### config.mk
export PLATFORM = sky130hd
export DESIGN_NAME = muldiv_ctrl
export DESIGN_NICKNAME = d
export VERILOG_FILES = /design/src/rtl/muldiv_ctrl.sv
export SDC_FILE = /design/constraint.sdc
export NUM_CORES = 2
export LEC_CHECK = 0
export ABC_AREA = 1
export CAP_MARGIN = 20
export CORE_MARGIN = 1.5
export CORE_UTILIZATION = 40
export CTS_CLUSTER_DIAMETER = 50
export DETAILED_ROUTE_END_ITERATION = 10
export GPL_ROUTABILITY_DRIVEN = 0
export PLACE_DENSITY = 0.64
export SLEW_MARGIN = 5
export SYNTH_ARGS = -nofsm -noshare
export SYNTH_HDL_FRONTEND = slang
export SYNTH_SLANG_ARGS = --single-unit
### constraint.sdc
create_clock -name clk -period 13.33 [get_ports clk]
set_input_delay 1.9995 -clock clk [delete_from_list [all_inputs] [get_ports clk]]
set_output_delay 1.9995 -clock clk [all_outputs]
set_load 0.02 [all_outputs]
### src/rtl/muldiv_ctrl.sv
// HI/LO multiply/divide sequencer for the E stage: single-cycle multiply,
// 32-step restoring divide, pipeline stall while busy, registered HI/LO result.
module muldiv_ctrl #(
  parameter int DIV_ITERS = 32
) (
  input  logic        clk,
  input  logic        rst,
  input  logic        flushE,
  input  logic        holdE,
  input  logic        startE,
  input  logic [1:0]  opE,
  input  logic [31:0] srcaE,
  input  logic [31:0] srcbE,
  output logic        stallE,
  output logic        result_valid,
  output logic [31:0] hi_o,
  output logic [31:0] lo_o
);
  localparam int CW = $clog2(DIV_ITERS);

  typedef enum logic [1:0] {IDLE, DIV_RUN, DONE} state_t;

  state_t        state;
  logic [CW-1:0] cnt;
  logic [31:0]   quo, rem, dvs, dz_hi;
  logic          neg_q, neg_r, dz;

  logic          sgn;
  logic [63:0]   prod;
  logic [31:0]   a_mag, b_mag;
  logic [32:0]   rs, diff;
  logic [31:0]   q_next, r_next;

  // Sign-extending to 64 bits lets one truncated multiply cover MULT and MULTU.
  always_comb begin
    sgn   = ~opE[0];
    prod  = {{32{sgn & srcaE[31]}}, srcaE} * {{32{sgn & srcbE[31]}}, srcbE};
    a_mag = (sgn & srcaE[31]) ? -srcaE : srcaE;
    b_mag = (sgn & srcbE[31]) ? -srcbE : srcbE;
    rs     = {rem, quo[31]};
    diff   = rs - {1'b0, dvs};
    q_next = {quo[30:0], ~diff[32]};
    r_next = diff[32] ? rs[31:0] : diff[31:0];
  end

  assign stallE = (state == IDLE && startE && !flushE) || state == DIV_RUN;

  always_ff @(posedge clk) begin
    if (rst) begin
      state        <= IDLE;
      result_valid <= 1'b0;
      hi_o         <= '0;
      lo_o         <= '0;
      cnt          <= '0;
      quo          <= '0;
      rem          <= '0;
      dvs          <= '0;
      dz_hi        <= '0;
      neg_q        <= 1'b0;
      neg_r        <= 1'b0;
      dz           <= 1'b0;
    end else if (flushE) begin
      state        <= IDLE;
      result_valid <= 1'b0;
    end else begin
      case (state)
        IDLE: if (startE) begin
          if (!opE[1]) begin
            hi_o         <= prod[63:32];
            lo_o         <= prod[31:0];
            result_valid <= 1'b1;
            state        <= DONE;
          end else begin
            quo   <= a_mag;
            rem   <= '0;
            dvs   <= b_mag;
            neg_q <= sgn & (srcaE[31] ^ srcbE[31]);
            neg_r <= sgn & srcaE[31];
            dz    <= (srcbE == '0);
            dz_hi <= srcaE;
            cnt   <= '0;
            state <= DIV_RUN;
          end
        end
        DIV_RUN: begin
          quo <= q_next;
          rem <= r_next;
          cnt <= cnt + 1'b1;
          if (cnt == CW'(DIV_ITERS - 1)) begin
            state        <= DONE;
            result_valid <= 1'b1;
            // Divide-by-zero still runs all iterations; only the result is forced.
            if (dz) begin
              hi_o <= dz_hi;
              lo_o <= '1;
            end else begin
              hi_o <= neg_r ? -r_next : r_next;
              lo_o <= neg_q ? -q_next : q_next;
            end
          end
        end
        DONE: if (!holdE) begin
          state        <= IDLE;
          result_valid <= 1'b0;
        end
        default: state <= IDLE;
      endcase
    end
  end
endmodule

* After elaboration in Yosys (flattened, before gate mapping) *
Cells that the tools add are included.

operators by class
  bitwise logic cells = 7
  multiply operators = 1
  reductions and logical operators = 14
  mux-type cells = 34
  eq/ne operators = 8
  $add $sub $neg = 6

operators by type and width
  cell                   number
  $mux W32               17
  $pmux W32 S2           4
  $neg A32 Y32           4
  $mul A33 B33 Y64       1
  $sub A33 B32 Y33       1
  $logic_not A32 Y1      1
  $mux W5                2
  $pmux W5 S2            1
  $reduce_and A5 Y1      2
  $mux W2                4
  $ne A2 B2 Y1 const B   4
  $reduce_and A4 Y1      2
  $pmux W2 S3            1
  $add A5 B1 Y5 const B  1
  $eq A5 B5 Y1 const B   1
  $mux W1                4
  $and A1 B1 Y1          3
  $not A1 Y1             3
  $pmux W1 S3            1
  $reduce_and A3 Y1      1
  $reduce_bool A3 Y1     1
  $eq A2 B1 Y1 const B   1
  $eq A2 B2 Y1 const B   1
  $logic_and A1 B1 Y1    2
  other kinds (7)        7

storage, ports and cells
  word-level logic and storage cells = 82
  register bits after elaboration = 203
  input port bits = 71

* Longest topological paths before layout *
  depth in word-level cells = 7
  gate-level depth with buffers = 36
  depth with buffers taken out = 34

* Worst setup path after synthesis *
Ideal clock, no wire load.

  kind = input to register
  start = in opE[0]
  end = reg hi_o[30]
  data arrival time = 9.267 ns
  setup slack = 3.994 ns
  stages = 30
  required time = 13.260 ns
  cell sequence = clkbuf_1 clkbuf_1 clkbuf_1 nor2_1 fa_1 inv_1 fa_1 inv_1 fa_1 inv_1 fa_1 fa_1 inv_1 fa_1 inv_1 fa_1 fa_1 inv_1 ha_1 inv_1 nor3_1 inv_1 nor2_1 a221oi_1 o21ai_0 a21oi_1 a21oi_1 o21ai_0 inv_1 a21oi_1

between the ends
  word-level cells in the longest chain between the ends = 6
  elaborated cells on any way between the ends = 7
  those cells by class = mul (1); mux (3); bitwise (3)

RTL lines
  element               RTL line  source
  start, declared       11        input logic [1:0] opE,
  $not A1 Y1 (*)        36        sgn = ~opE[0];
  $and A1 B1 Y1         37        prod = {{32{sgn & srcaE[31]}}, srcaE} * {{32{sgn & srcbE[31]}}, srcbE};
  $mul A33 B33 Y64 (*)  37
  $mux W32 (*)          68        if (!opE[1]) begin
  $mux W32 (*)          67        IDLE: if (startE) begin
  $pmux W32 S2 (*)      66        case (state)
  end signal, assigned  69        hi_o <= prod[63:32];
  end signal, assigned  94        hi_o <= dz_hi;
  end signal, assigned  97        hi_o <= neg_r ? -r_next : r_next;
  end, declared         16        output logic [31:0] hi_o,

Every way passes the cells marked *; elsewhere a longest branch is shown, timed or not. The select of a mux whose other input is x is not followed.
A chain may end at the register's enable or synchronous reset.

* Worst setup path after layout *
  start = in srcaE[31]
  end = reg hi_o[30]

between the ends
  word-level cells in the longest chain between the ends = 5

RTL lines
  element               RTL line  source
  start, declared       12        input logic [31:0] srcaE,
  $and A1 B1 Y1         37
  $mul A33 B33 Y64 (*)  37
  $mux W32 (*)          68
  $mux W32 (*)          67
  $pmux W32 S2 (*)      66

Marked as above.

==> results.yml <==
die:
  die-area_sq_um: 136000
  rows: 134
  chipHeight_um: 369
  die_w_um: 369
  pin_count: 137
  start_util_pct: 40.2
  core-area_sq_um: 133000
sta:
  relSlewSlack_pct: 19.8
  finalSetupViolations: 0
  max_freq_mhz: 92.5
  fin_ws_ns: 2.52
  tns_ns: 0
  finalCritPeriodShare_pct: 81.1
  fin_worst_skew_ns: 0.0235
  fin_crit_ns: 10.81
  hold_viol_final: 0
  tightest_slew_ns: 1.20
  slew_viol_final: 0
  rsz0062_at_grt: "false"
clock_tree:
  cts_tree: "done"
  cts_setup_buffers: 0
  htree_levels: 2
  hold_buffers: 0
  clkSinkCount: 203
  cts_buffers: 34
  cts.reportedPaths.clkPinSlew_ns: 0.06
  clk_root_buffer_cell: "clkbuf_16"
  cts.repair.resized: 0
  clock_latency_ns: 0.56
  cts_buffer_depth: 3
min_path:
  hold_path.class: "reg -> reg"
synthesis:
  yosysSeqAreaShare_pct: 7.59
  synth_seq_cells: 203
  syn_area_sq_um: 53500
  synth_cell_types: 53
  yosysWarnings: 0
  synthArstFlopShare_pct: 0
  syn_inst: 7235
  synth_nets: 8683
  synth_flop_cell: "dfxtp_1"
  synth_edf_count: 0
  syn_avg_cell_area_sq_um: 7.40
final_layout:
  drive_gt1_share_pct: 3.90
  syn_to_final_growth_pct: 7.29
  final_area_sq_um: 57400
  nets: 8573
  fin_util_pct: 43.1
global_route:
  overflow: 0
  grt_pass1_vias: 48908
  antenna_found_initial: 11
  grt_use_total_pct: 26.8
  grt_pass1_wl_um: 282000
  grt_start_max_net_pins: 92
worst_setup_path:
  critPathRequiredTime_ns: 13.82
  cp_slowest_cell: "clkdlybuf4s50_1"
  worstSetupStartpointType: "input pin"
  path_max_fanout: 16
  crit_top_cell: "inv_1"
  max_stage_delay_ns: 1.00
  r2r_slack_ns: 8.13
  worstSetupEndpointType: "register"
  critPathKind: "in -> reg"
  crit_arrival_ns: 11.30
routing:
  wl_per_cell_um: 20.2
  first_iter_violations: 5198
  drt-total-wl_um: 180000
  via_per_inst: 5.28
  drc: 0
  dr.pass1.iters: 6
  vias: 47128
  ant_nets: 0
status:
  status: "completed"
placement:
  io_buffers: 136
  placed_cell_area_sq_um: 56200
  dp.final_hpwl_um: 142000
  place_ws_ns: 2.23
run:
  drv_cap: 0
[cells by family after synthesis]
family                     share of synthesized area, %
AOI/OAI and AO/OA                                  8.09
DFF                                                7.59
xor gates and xnor gates                           1.36
adders and majority gates                          48.0
buffers and inverters                              16.0
and+or+nand+nor                                    19.0
[per-layer routing]
| metal | share of wire (%) | global-route usage [%] | wire (um) | vias up |
|---|---|---|---|---|
| met1 | 40 | 35.3 | 72500 | 23454 |
| li1 | - | - | - | 20914 |
| met2 | 46 | 43.5 | 82700 | 2310 |
| met3 | 9.3 | 5.01 | 16800 | 438 |
| met5 | 0.042 | 0 | 76 | - |
| met4 | 4.4 | 10.4 | 7990 | 12 |
[layout make-up]
| cell class | count | area, sq um |
|---|---|---|
| antenna | 3 | 7.51 |
| clock buffer | 41 | 981 |
| clock inverter | 21 | 250 |
| fill | 13441 | 75700 |
| inverter | 1890 | 7100 |
| multi-input combinational | 4769 | 41000 |
| sequential | 203 | 4060 |
| tap | 1768 | 2210 |
| timing repair buffer | 227 | 1850 |
[layout by cell type (no fill, tap or decap), types with 11 or more instances in the layout]
cell type | netlist | final
inv_1 | 1881 | 1878
nand2_1 | 1818 | 1817
fa_1 | 1126 | 1126
a21oi_1 | 351 | 351
nor2_1 | 334 | 326
o21ai_0 | 260 | 260
ha_1 | 251 | 251
dfxtp_1 | 203 | 203
nand3_1 | 203 | 202
clkdlybuf4s50_1 | 0 | 93
buf_4 | 0 | 90
xor2_1 | 50 | 50
a31oi_1 | 45 | 45
buf_2 | 12 | 41
nor3_1 | 37 | 37
clkbuf_16 | 0 | 37
nand4_1 | 34 | 34
xnor2_1 | 33 | 33
a22oi_1 | 29 | 29
o211ai_1 | 23 | 23
nand2_2 | 17 | 18
or2_2 | 18 | 18
nor4_1 | 15 | 15
nor2_2 | 9 | 14
nand3b_1 | 11 | 11
[worst max-delay path: cells and delay by family]
| kind | cells | cell delay, ns |
|---|---|---|
| AOI/OAI and AO/OA | 2 | 0.29 |
| adders and majority gates | 9 | 4.77 |
| buffers and inverters | 10 | 2.18 |
| and+or+nand+nor | 9 | 2.05 |
[worst paths after layout]
kind	from	end	cells past startpoint
worst max-delay path	srcaE[31]	hi_o[30]$_SDFFE_PP0P_	30
worst max register to register	quo[31]$_SDFFE_PP0P_	lo_o[16]$_SDFFE_PP0P_	26
worst min-delay path	cnt[4]$_SDFFE_PP0P_	cnt[4]$_SDFFE_PP0P_	2
worst min register to register	cnt[4]$_SDFFE_PP0P_	cnt[4]$_SDFFE_PP0P_	2
[synthesized netlist by cell type, types with 4 or more instances]
cell type / number / area share, %
buf_2: 12 / 0.11
fa_1: 1126 / 42
nor2_2: 9 / 0.11
dfxtp_1: 203 / 7.6
nand3_1: 203 / 1.9
a211oi_1: 5 / 0.070
clkbuf_1: 283 / 2.0
a31oi_1: 45 / 0.53
ha_1: 251 / 5.9
nor2_1: 334 / 2.3
a21oi_1: 351 / 3.3
nand2_1: 1818 / 13
inv_1: 1881 / 13
a21o_1: 8 / 0.11
o21ai_0: 260 / 2.4
o21bai_1: 8 / 0.11
o221ai_1: 10 / 0.16
nor3_1: 37 / 0.35
nand4_1: 34 / 0.40
a22oi_1: 29 / 0.41
o21a_1: 10 / 0.14
xor2_1: 50 / 0.82
o2111ai_1: 4 / 0.065
a221oi_1: 5 / 0.082
and3_1: 5 / 0.058
buf_6: 4 / 0.084
xnor2_1: 33 / 0.54
or2_2: 18 / 0.21
nand3b_1: 11 / 0.15
o21ai_1: 7 / 0.065
nand3_2: 6 / 0.11
and2_1: 4 / 0.047
inv_2: 8 / 0.056
o31ai_1: 8 / 0.11
o211ai_1: 23 / 0.32
buf_1: 74 / 0.52
nor4_1: 15 / 0.18
nand2_2: 17 / 0.20
[sequential cells by signal (all words and copies together) (netlist names)]
| signal | count |
|---|---|
| state | 2 |
| rem | 32 |
| result_valid | 1 |
| cnt | 5 |
| dz | 1 |
| neg_r | 1 |
| dz_hi | 32 |
| quo | 32 |
| dvs | 32 |
| lo_o | 32 |
| hi_o | 32 |
| neg_q | 1 |
[metrics by stage]
stage | cells | hold slack (ns)
2_1_floorplan | 7235 | 0.445
5_1_grt | 8921 | 0.508
3_3_place_gp | 8856 | 0.453
6_report | 8922 | 0.470
4_1_cts | 8919 | 0.472
3_5_place_dp | 8857 | 0.464
Power is left out: the tool's default activity adds up to more than one toggle a clock period on the data nets, which glitch-free logic cannot reach.
